**src/rtl/face_scan_scheduler.sv**
```systemverilog
// Raster-order window sequencer for the face-detection back end: issues one classifier
// request per 19x19 window, relays each score to the threshold stage and queues faces for the host.
module face_scan_scheduler #(
    parameter int IMG_W       = 81,
    parameter int IMG_H       = 61,
    parameter int WIN         = 19,
    parameter int STEP        = 2,
    parameter int FIFO_DEPTH  = 8,
    parameter int THR_TIMEOUT = 8
) (
    input  logic        iClk,
    input  logic        iReset,
    input  logic        iStart,
    output logic        oBusy,
    output logic        oDone,
    output logic        oCls_start,
    output logic [12:0] oCls_position,
    input  logic        iCls_done,
    input  logic [31:0] iCls_max_val,
    output logic        oThr_input_ready,
    output logic [12:0] oThr_position,
    output logic [31:0] oThr_max_val,
    output logic        oThr_finish,
    input  logic        iThr_output_ready,
    input  logic [12:0] iThr_position,
    input  logic        iThr_end,
    output logic        oDet_valid,
    output logic [12:0] oDet_position,
    input  logic        iDet_read,
    output logic        oDet_overflow,
    output logic        oErr
);

    localparam int PTR_W = $clog2(FIFO_DEPTH);
    localparam int CNT_W = $clog2(THR_TIMEOUT + 1);
    localparam logic [13:0]      X_MAX        = 14'(IMG_W - WIN);
    localparam logic [13:0]      Y_MAX        = 14'(IMG_H - WIN);
    localparam logic [13:0]      STEP_W       = 14'(STEP);
    localparam logic [12:0]      ROW_STEP     = 13'(STEP * IMG_W);
    localparam logic [CNT_W-1:0] TIMEOUT_LOAD = CNT_W'(THR_TIMEOUT);
    localparam logic [PTR_W:0]   FIFO_FULL    = (PTR_W + 1)'(FIFO_DEPTH);

    typedef enum logic [3:0] {
        S_IDLE      = 4'd0,
        S_CLS_REQ   = 4'd1,
        S_CLS_WAIT  = 4'd2,
        S_THR_ISSUE = 4'd3,
        S_THR_CHECK = 4'd4,
        S_THR_WAIT  = 4'd5,
        S_ADVANCE   = 4'd6,
        S_FLUSH     = 4'd7,
        S_DONE      = 4'd8
    } state_t;

    state_t            state_q;
    logic [12:0]       x_q;
    logic [12:0]       y_q;
    logic [12:0]       row_base_q;
    logic [CNT_W-1:0]  tmo_cnt_q;
    logic              busy_q;
    logic              done_q;
    logic              cls_start_q;
    logic [12:0]       cls_position_q;
    logic              thr_input_ready_q;
    logic [12:0]       thr_position_q;
    logic [31:0]       thr_max_val_q;
    logic              thr_finish_q;
    logic              err_q;

    logic [13:0]       x_next_d;
    logic [13:0]       y_next_d;
    logic [12:0]       row_base_next_d;
    logic              x_fits_s;
    logic              y_done_s;

    logic [12:0]       fifo_mem_q [FIFO_DEPTH];
    logic [PTR_W:0]    wr_ptr_q;
    logic [PTR_W:0]    rd_ptr_q;
    logic              overflow_q;
    logic [PTR_W:0]    fifo_count_s;
    logic              fifo_full_s;
    logic              fifo_empty_s;
    logic              start_accept_s;
    logic              push_s;
    logic              pop_s;
    logic              push_ok_s;

    // Window stepping arithmetic; row stepping uses a running row base instead of y*IMG_W.
    always_comb begin
        x_next_d        = {1'b0, x_q} + STEP_W;
        y_next_d        = {1'b0, y_q} + STEP_W;
        row_base_next_d = row_base_q + ROW_STEP;
        x_fits_s        = (x_next_d <= X_MAX);
        y_done_s        = (y_next_d > Y_MAX);
    end

    assign start_accept_s = (state_q == S_IDLE) && iStart;

    // Scan FSM with registered handshake outputs.
    always_ff @(posedge iClk) begin
        if (iReset) begin
            state_q           <= S_IDLE;
            x_q               <= 13'd0;
            y_q               <= 13'd0;
            row_base_q        <= 13'd0;
            tmo_cnt_q         <= '0;
            busy_q            <= 1'b0;
            done_q            <= 1'b0;
            cls_start_q       <= 1'b0;
            cls_position_q    <= 13'd0;
            thr_input_ready_q <= 1'b0;
            thr_position_q    <= 13'd0;
            thr_max_val_q     <= 32'd0;
            thr_finish_q      <= 1'b0;
            err_q             <= 1'b0;
        end else begin
            cls_start_q       <= 1'b0;
            thr_input_ready_q <= 1'b0;
            thr_finish_q      <= 1'b0;
            done_q            <= 1'b0;
            case (state_q)
                S_IDLE: begin
                    if (iStart) begin
                        x_q            <= 13'd0;
                        y_q            <= 13'd0;
                        row_base_q     <= 13'd0;
                        err_q          <= 1'b0;
                        busy_q         <= 1'b1;
                        cls_start_q    <= 1'b1;
                        cls_position_q <= 13'd0;
                        state_q        <= S_CLS_REQ;
                    end
                end
                S_CLS_REQ: begin
                    state_q <= S_CLS_WAIT;
                end
                S_CLS_WAIT: begin
                    if (iCls_done) begin
                        thr_max_val_q     <= iCls_max_val;
                        thr_position_q    <= cls_position_q;
                        thr_input_ready_q <= 1'b1;
                        state_q           <= S_THR_ISSUE;
                    end
                end
                S_THR_ISSUE: begin
                    state_q <= S_THR_CHECK;
                end
                // The end flag idles high, so it only means "no face" in this one cycle.
                S_THR_CHECK: begin
                    if (iThr_end) begin
                        state_q <= S_ADVANCE;
                    end else begin
                        tmo_cnt_q <= TIMEOUT_LOAD;
                        state_q   <= S_THR_WAIT;
                    end
                end
                S_THR_WAIT: begin
                    if (iThr_output_ready) begin
                        state_q <= S_ADVANCE;
                    end else if (tmo_cnt_q <= CNT_W'(1)) begin
                        tmo_cnt_q <= '0;
                        err_q     <= 1'b1;
                        state_q   <= S_ADVANCE;
                    end else begin
                        tmo_cnt_q <= tmo_cnt_q - CNT_W'(1);
                    end
                end
                S_ADVANCE: begin
                    if (x_fits_s) begin
                        x_q            <= x_next_d[12:0];
                        cls_start_q    <= 1'b1;
                        cls_position_q <= row_base_q + x_next_d[12:0];
                        state_q        <= S_CLS_REQ;
                    end else begin
                        x_q        <= 13'd0;
                        y_q        <= y_next_d[12:0];
                        row_base_q <= row_base_next_d;
                        if (y_done_s) begin
                            thr_finish_q <= 1'b1;
                            state_q      <= S_FLUSH;
                        end else begin
                            cls_start_q    <= 1'b1;
                            cls_position_q <= row_base_next_d;
                            state_q        <= S_CLS_REQ;
                        end
                    end
                end
                S_FLUSH: begin
                    done_q  <= 1'b1;
                    busy_q  <= 1'b0;
                    state_q <= S_DONE;
                end
                S_DONE: begin
                    state_q <= S_IDLE;
                end
                default: begin
                    busy_q  <= 1'b0;
                    state_q <= S_IDLE;
                end
            endcase
        end
    end

    assign fifo_count_s = wr_ptr_q - rd_ptr_q;
    assign fifo_full_s  = (fifo_count_s == FIFO_FULL);
    assign fifo_empty_s = (fifo_count_s == '0);
    assign push_s       = (state_q == S_THR_WAIT) && iThr_output_ready;
    assign pop_s        = iDet_read && !fifo_empty_s;
    // A simultaneous pop frees the head slot, so a push into a full FIFO still fits.
    assign push_ok_s    = push_s && (!fifo_full_s || pop_s);

    // Detection FIFO pointers and sticky overflow flag.
    always_ff @(posedge iClk) begin
        if (iReset) begin
            wr_ptr_q   <= '0;
            rd_ptr_q   <= '0;
            overflow_q <= 1'b0;
        end else begin
            if (push_ok_s) begin
                wr_ptr_q <= wr_ptr_q + (PTR_W + 1)'(1);
            end
            if (pop_s) begin
                rd_ptr_q <= rd_ptr_q + (PTR_W + 1)'(1);
            end
            if (start_accept_s) begin
                overflow_q <= 1'b0;
            end else if (push_s && !push_ok_s) begin
                overflow_q <= 1'b1;
            end
        end
    end

    // Detection FIFO storage; contents are qualified by the pointers, so no reset is needed.
    always_ff @(posedge iClk) begin
        if (push_ok_s && !iReset) begin
            fifo_mem_q[wr_ptr_q[PTR_W-1:0]] <= iThr_position;
        end
    end

    assign oBusy            = busy_q;
    assign oDone            = done_q;
    assign oCls_start       = cls_start_q;
    assign oCls_position    = cls_position_q;
    assign oThr_input_ready = thr_input_ready_q;
    assign oThr_position    = thr_position_q;
    assign oThr_max_val     = thr_max_val_q;
    assign oThr_finish      = thr_finish_q;
    assign oDet_valid       = !fifo_empty_s;
    assign oDet_position    = fifo_empty_s ? 13'd0 : fifo_mem_q[rd_ptr_q[PTR_W-1:0]];
    assign oDet_overflow    = overflow_q;
    assign oErr             = err_q;

endmodule

```
**config.mk**
```make
export PLATFORM = sky130hd
export DESIGN_NAME = face_scan_scheduler
export DESIGN_NICKNAME = d
export VERILOG_FILES = /design/src/rtl/face_scan_scheduler.sv
export SDC_FILE = /design/constraint.sdc
export NUM_CORES = 1
export LEC_CHECK = 0
export CORE_MARGIN = 2
export CORE_UTILIZATION = 55
export CTS_BUF_LIST = sky130_fd_sc_hd__clkbuf_4
export CTS_CLUSTER_SIZE = 40
export DETAILED_ROUTE_END_ITERATION = 16
export PLACE_DENSITY = 0.8
export SLEW_MARGIN = 10
export SYNTH_ARGS = -nofsm -noshare
export SYNTH_HDL_FRONTEND = slang
export SYNTH_SLANG_ARGS = --single-unit
```
**constraint.sdc**
```tcl
create_clock -name iClk -period 3.7 [get_ports iClk]
set_input_delay 0.37 -clock iClk [delete_from_list [all_inputs] [get_ports iClk]]
set_output_delay 0.37 -clock iClk [all_outputs]
set_load 0.005 [all_outputs]
```
==> results of run 1 <==
-- through the flow --
step | instance area (µm²) | hold slack (ns) | utilization (%) | power, mW | instances
floorplan | 10000 | 0.453 | - | 3.08 | 930
CTS | 12200 | 0.185 | 68.1 | 5.38 | 1351
detailed placement | 11500 | 0.447 | 64.3 | 3.43 | 1252
global placement | 11500 | 0.440 | 64.3 | 3.41 | 1252
global route | 12200 | 0.220 | 68.1 | 5.57 | 1353
finish | 12200 | 0.216 | 68.1 | 5.32 | 1353
-- worst reg2reg max path, cell delays in order (launching register included) --
cell                       delay, ns
sky130_fd_sc_hd__dfxtp_1        0.38
sky130_fd_sc_hd__inv_1          0.07
sky130_fd_sc_hd__ha_1           0.28
sky130_fd_sc_hd__nor2b_1        0.14
sky130_fd_sc_hd__o21a_1         0.17
sky130_fd_sc_hd__or3_1          0.39
sky130_fd_sc_hd__a31oi_1        0.48
sky130_fd_sc_hd__nand3b_1       0.24
sky130_fd_sc_hd__nor2_1         0.18
sky130_fd_sc_hd__buf_4          0.25
-- cells in the mapped netlist (11+ instances only) --
library cell                 n
sky130_fd_sc_hd__ha_1       21
sky130_fd_sc_hd__mux4_2     26
sky130_fd_sc_hd__nor2_1     72
sky130_fd_sc_hd__edfxtp_1  104
sky130_fd_sc_hd__dfxtp_1   120
sky130_fd_sc_hd__nand3_1    31
sky130_fd_sc_hd__o21ai_0    17
sky130_fd_sc_hd__a211oi_1   11
sky130_fd_sc_hd__mux2i_1    23
sky130_fd_sc_hd__xor2_1     14
sky130_fd_sc_hd__xnor2_1    22
sky130_fd_sc_hd__clkbuf_1   40
sky130_fd_sc_hd__and3_1     16
sky130_fd_sc_hd__nand2_1   130
sky130_fd_sc_hd__a31oi_1    11
sky130_fd_sc_hd__o21ai_1    12
sky130_fd_sc_hd__nor3_1     21
sky130_fd_sc_hd__a21oi_1    96
sky130_fd_sc_hd__inv_1      20
-- cells by family after synthesis --
logic type	after synthesis	synth area share [%]
AOI/OAI and AO/OA	184	11.4
xor gates and xnor gates	36	3.15
adders and majority gates	21	2.62
buffers and inverters	72	2.94
DFF	224	55.2
muxes	50	8.26
and+or+nand+nor	343	16.4
-- sequential cells by signal (all words and copies together) (netlist names), named ones only --
signal            cells
oBusy                 1
oCls_position        13
oThr_position        13
wr_ptr_q              4
oThr_finish           1
oThr_input_ready      1
oThr_max_val         32
state_q               4
row_base_q           12
oErr                  1
oDet_overflow         1
y_q                  12
tmo_cnt_q             4
rd_ptr_q              4
oDone                 1
fifo_mem_q          104
x_q                  12
oCls_start            1
-- layout make-up --
| cell class | instances | share of cell area, % |
|---|---|---|
| clock buffers | 78 | 4.80 |
| flip-flops and latches | 224 | 45.3 |
| inverters | 20 | 0.616 |
| diodes | 2 | 0.0410 |
| well taps | 229 | 2.35 |
| repair buffers | 145 | 11.6 |
| multi-input cells | 634 | 34.5 |
| clock inverters | 21 | 0.759 |
-- repair_timing --
action	4_1_cts	5_1_grt
endpoints found under the hold margin	0	0
resized for setup	0	1
endpoints found under the setup margin	0	13
-- routing by layer --
layer  routed length [µm]  vias to the layer above  part of all wire [%]
met5                    0                        -                     0
met1                 9840                     3587                    42
met2                11100                      311                    47
li1                     -                     3707                     -
met4                  686                        0                   2.9
met3                 1820                       50                   7.7
-- power groups by stage --
stage               clock network, mW  logic [mW]  registers (mW)
global placement                    0       0.730            2.68
detailed placement                  0       0.747            2.68
finish                           1.95       0.744            2.63
floorplan                           0       0.399            2.68
CTS                              2.01       0.749            2.63
global route                     2.13       0.812            2.63
-- final timing paths --
path	from	endpoint	slack, ns	cells past startpoint
worst min-delay path	iReset	x_q[1]$_SDFFE_PP0P_	0.22	2
worst max-delay path	rd_ptr_q[1]$_SDFFE_PP0N_	oDet_position[5]	0.25	9
worst min register to register	oThr_max_val[6]$_SDFFE_PP0P_	oThr_max_val[6]$_SDFFE_PP0P_	0.45	2
worst max register to register	rd_ptr_q[1]$_SDFFE_PP0N_	fifo_mem_q[1][1]$_DFFE_PP_	0.83	9
-- cell usage in the layout (no fill, tap or decap), types with 5 or more instances in the layout --
cell type	instances
sky130_fd_sc_hd__o21ai_1	12
sky130_fd_sc_hd__nand4_1	6
sky130_fd_sc_hd__a31oi_1	11
sky130_fd_sc_hd__nor2b_1	6
sky130_fd_sc_hd__nand3b_1	7
sky130_fd_sc_hd__or2_2	6
sky130_fd_sc_hd__nand2b_1	10
sky130_fd_sc_hd__o21a_1	5
sky130_fd_sc_hd__a211oi_1	10
sky130_fd_sc_hd__and2_1	10
sky130_fd_sc_hd__a21oi_1	96
sky130_fd_sc_hd__and3_1	15
sky130_fd_sc_hd__edfxtp_1	104
sky130_fd_sc_hd__mux2i_1	23
sky130_fd_sc_hd__a31o_2	5
sky130_fd_sc_hd__xnor2_1	22
sky130_fd_sc_hd__nor4_1	7
sky130_fd_sc_hd__xor2_1	14
sky130_fd_sc_hd__nor3_1	19
sky130_fd_sc_hd__clkinv_1	15
sky130_fd_sc_hd__buf_4	16
sky130_fd_sc_hd__o21ai_0	17
sky130_fd_sc_hd__dfxtp_1	118
sky130_fd_sc_hd__nand2_1	130
sky130_fd_sc_hd__or3_1	5
sky130_fd_sc_hd__clkdlybuf4s50_1	129
sky130_fd_sc_hd__nand3_1	30
sky130_fd_sc_hd__ha_1	21
sky130_fd_sc_hd__clkbuf_4	78
sky130_fd_sc_hd__nor2_1	72
sky130_fd_sc_hd__mux4_2	26
sky130_fd_sc_hd__inv_1	20
==> metrics.csv, run 1 <==
stage,metric,value,unit
min_path,hold_class,in -> reg,
flow_run,maxCapViolCount,0,
clock_network,cts_buffers,56,
critical_path,crit_required,3.33,ns
floorplanning,full_die_area,19300,µm²
floorplanning,dieWidth,139,µm
clock_network,htree_num_levels,2,
critical_path,crit_path_end_kind,primary output,
grt,grt_pass1_wl,38400,µm
pwr,power_internal,3.98,mW
detailed_routing,remaining_drc_errors,0,
yosys,netlist.area_leader.share,31.2,%
clock_network,cts_tree,yes,
yosys,number_of_synthesized_flops_with_an_enable_pin,104,
clock_network,clockRootBuffer,sky130_fd_sc_hd__clkbuf_4,
critical_path,cpMaxStageDelayCell,sky130_fd_sc_hd__clkdlybuf4s50_1,
critical_path,cp_slowest_stage_delay,0.46,ns
detailed_routing,finalWirelength,23500,µm
placement,count_of_port_buffers_added_during_placement,130,
grt,globalRoute.totalOverflow,0,
yosys,yosys_register_bits,224,
sta,final-hold-violation-count,0,
sta,fin_skew,0.0384,ns
detailed_routing,avg_wl_per_cell,17.4,µm
placement,pre_cts_slack,0.726,ns
critical_path,start_kind,flip-flop,
sta,finalWorstPathRequiredPeriod,3.45,ns
yosys,synthFlopType,sky130_fd_sc_hd__dfxtp_1,
pwr,p_seq_share,49.4,%
floorplanning,floorplan.io_pins,131,
floorplanning,floorplan.initialDensity,55.9,%
floorplanning,count_of_standard_cell_rows,49,
layout,syn_to_final_growth,21.8,%
sta,max_clock_freq,0.289,GHz
grt,grt_max_usage_layer,met2,
sta,final-max-slew-violation-count,0,
yosys,syn_avg_cell_area,10.8,µm²
critical_path,timing_worst_setup_path_type,reg -> out,
sta,post-route-worst-setup-slack,0.246,ns
detailed_routing,via_per_inst,5.66,
sta,tightestPinTransition,0.925,ns
pwr,combinationalPowerShare,14.0,%
yosys,synth_seq_area_share,55.2,%
critical_path,cp.buffers_inverters,3,
critical_path,critical_path_peak_fanout,15,
clock_network,hold_buffers,0,
clock_network,cts_max_path_buffers,3,
grt,number_of_antenna_violations_at_the_first_check_in_global_routing,1,
layout,sequential_cell_area,5530,µm²
grt,first_global_vias,7593,
placement,hpwlAfterDp,16100,µm
yosys,synth_top_area_cell,sky130_fd_sc_hd__edfxtp_1,
sta,post-route-period-util,93.4,%
detailed_routing,routed_via_count,7655,
grt,global_route.usage.met3,5.90,%
pwr,peak_vdd_ir,0.290,mV
yosys,synth.net_count,1003,
detailed_routing,drtPass1Iterations,5,
clock_network,clk_latency,0.67,ns
clock_network,cts.clk_slew.worst_paths,0.06,ns
critical_path,cp.arrival,3.08,ns
status,run_status,completed,
yosys,ys_async_sr_fraction,0,%
clock_network,cts_sinks,224,
floorplanning,core_area,17900,µm²
grt,largest_net_degree_at_the_start_of_global_routing,56,
critical_path,worstPathCellList,"inv_1, ha_1, nor2b_1, o21a_1, or3_1, a211oi_2, buf_4, nor2_1, clkdlybuf4s50_1",
yosys,synth.cell_area,10000,µm²
layout,finish.net_count,1154,
grt,groute.layer.met2.usage,39.7,%
sta,grt_setup_unrepaired,false,
yosys,synth-warning-count,0,
detailed_routing,postRouteAntennaNets,0,
placement,gpl.final_weighted_congestion,0.868,
pwr,cellPowerDensity,437,nW/µm²
clock_network,post-cts-setup-buffer-count,0,
sta,setup_viol_count_final,0,
floorplanning,die_h,139,µm
pwr,share_clk_of_total_power,36.7,%
grt,met1_usage,32.0,%
pwr,power.leakage,4.16,nW
sta,slew_headroom,38.3,%
yosys,synth_area_leaders,"sky130_fd_sc_hd__edfxtp_1 31%, sky130_fd_sc_hd__dfxtp_1 24%, sky130_fd_sc_hd__mux4_2 5.9%, sky130_fd_sc_hd__nand2_1 4.9%, sky130_fd_sc_hd__a21oi_1 4.8%",
detailed_routing,number_of_drc_markers_in_iteration_0,581,
pwr,net-switching-power,1.34,mW
grt,grt_util_overall,24.6,%
yosys,synth_cells,930,
layout,layout.filler_cells,1379,
sta,fin_setup_tns,0,ns
layout,share_of_post_route_cells_with_drive_strength_above_1,14.3,%
pwr,switching_share,25.2,%
critical_path,timing.critical_path.max_delay_family,buffers and inverters,
layout,multi_input_comb_area,4210,µm²
yosys,post_synth_num_cell_types,70,
Note: power is estimated with default switching activity, not from simulation.
==> run 2, diff against run 1 <==
--- a/config.mk
+++ b/config.mk
@@ -10,8 +10,10 @@
 export CTS_BUF_LIST = sky130_fd_sc_hd__clkbuf_4
 export CTS_CLUSTER_SIZE = 40
 export DETAILED_ROUTE_END_ITERATION = 16
+export GPL_ROUTABILITY_DRIVEN = 0
 export PLACE_DENSITY = 0.8
 export SLEW_MARGIN = 10
 export SYNTH_ARGS = -nofsm -noshare
 export SYNTH_HDL_FRONTEND = slang
 export SYNTH_SLANG_ARGS = --single-unit
+export TNS_END_PERCENT = 30
==> results of run 2 <==
The final DEF is identical to that of run 1; final timing and power are the same.
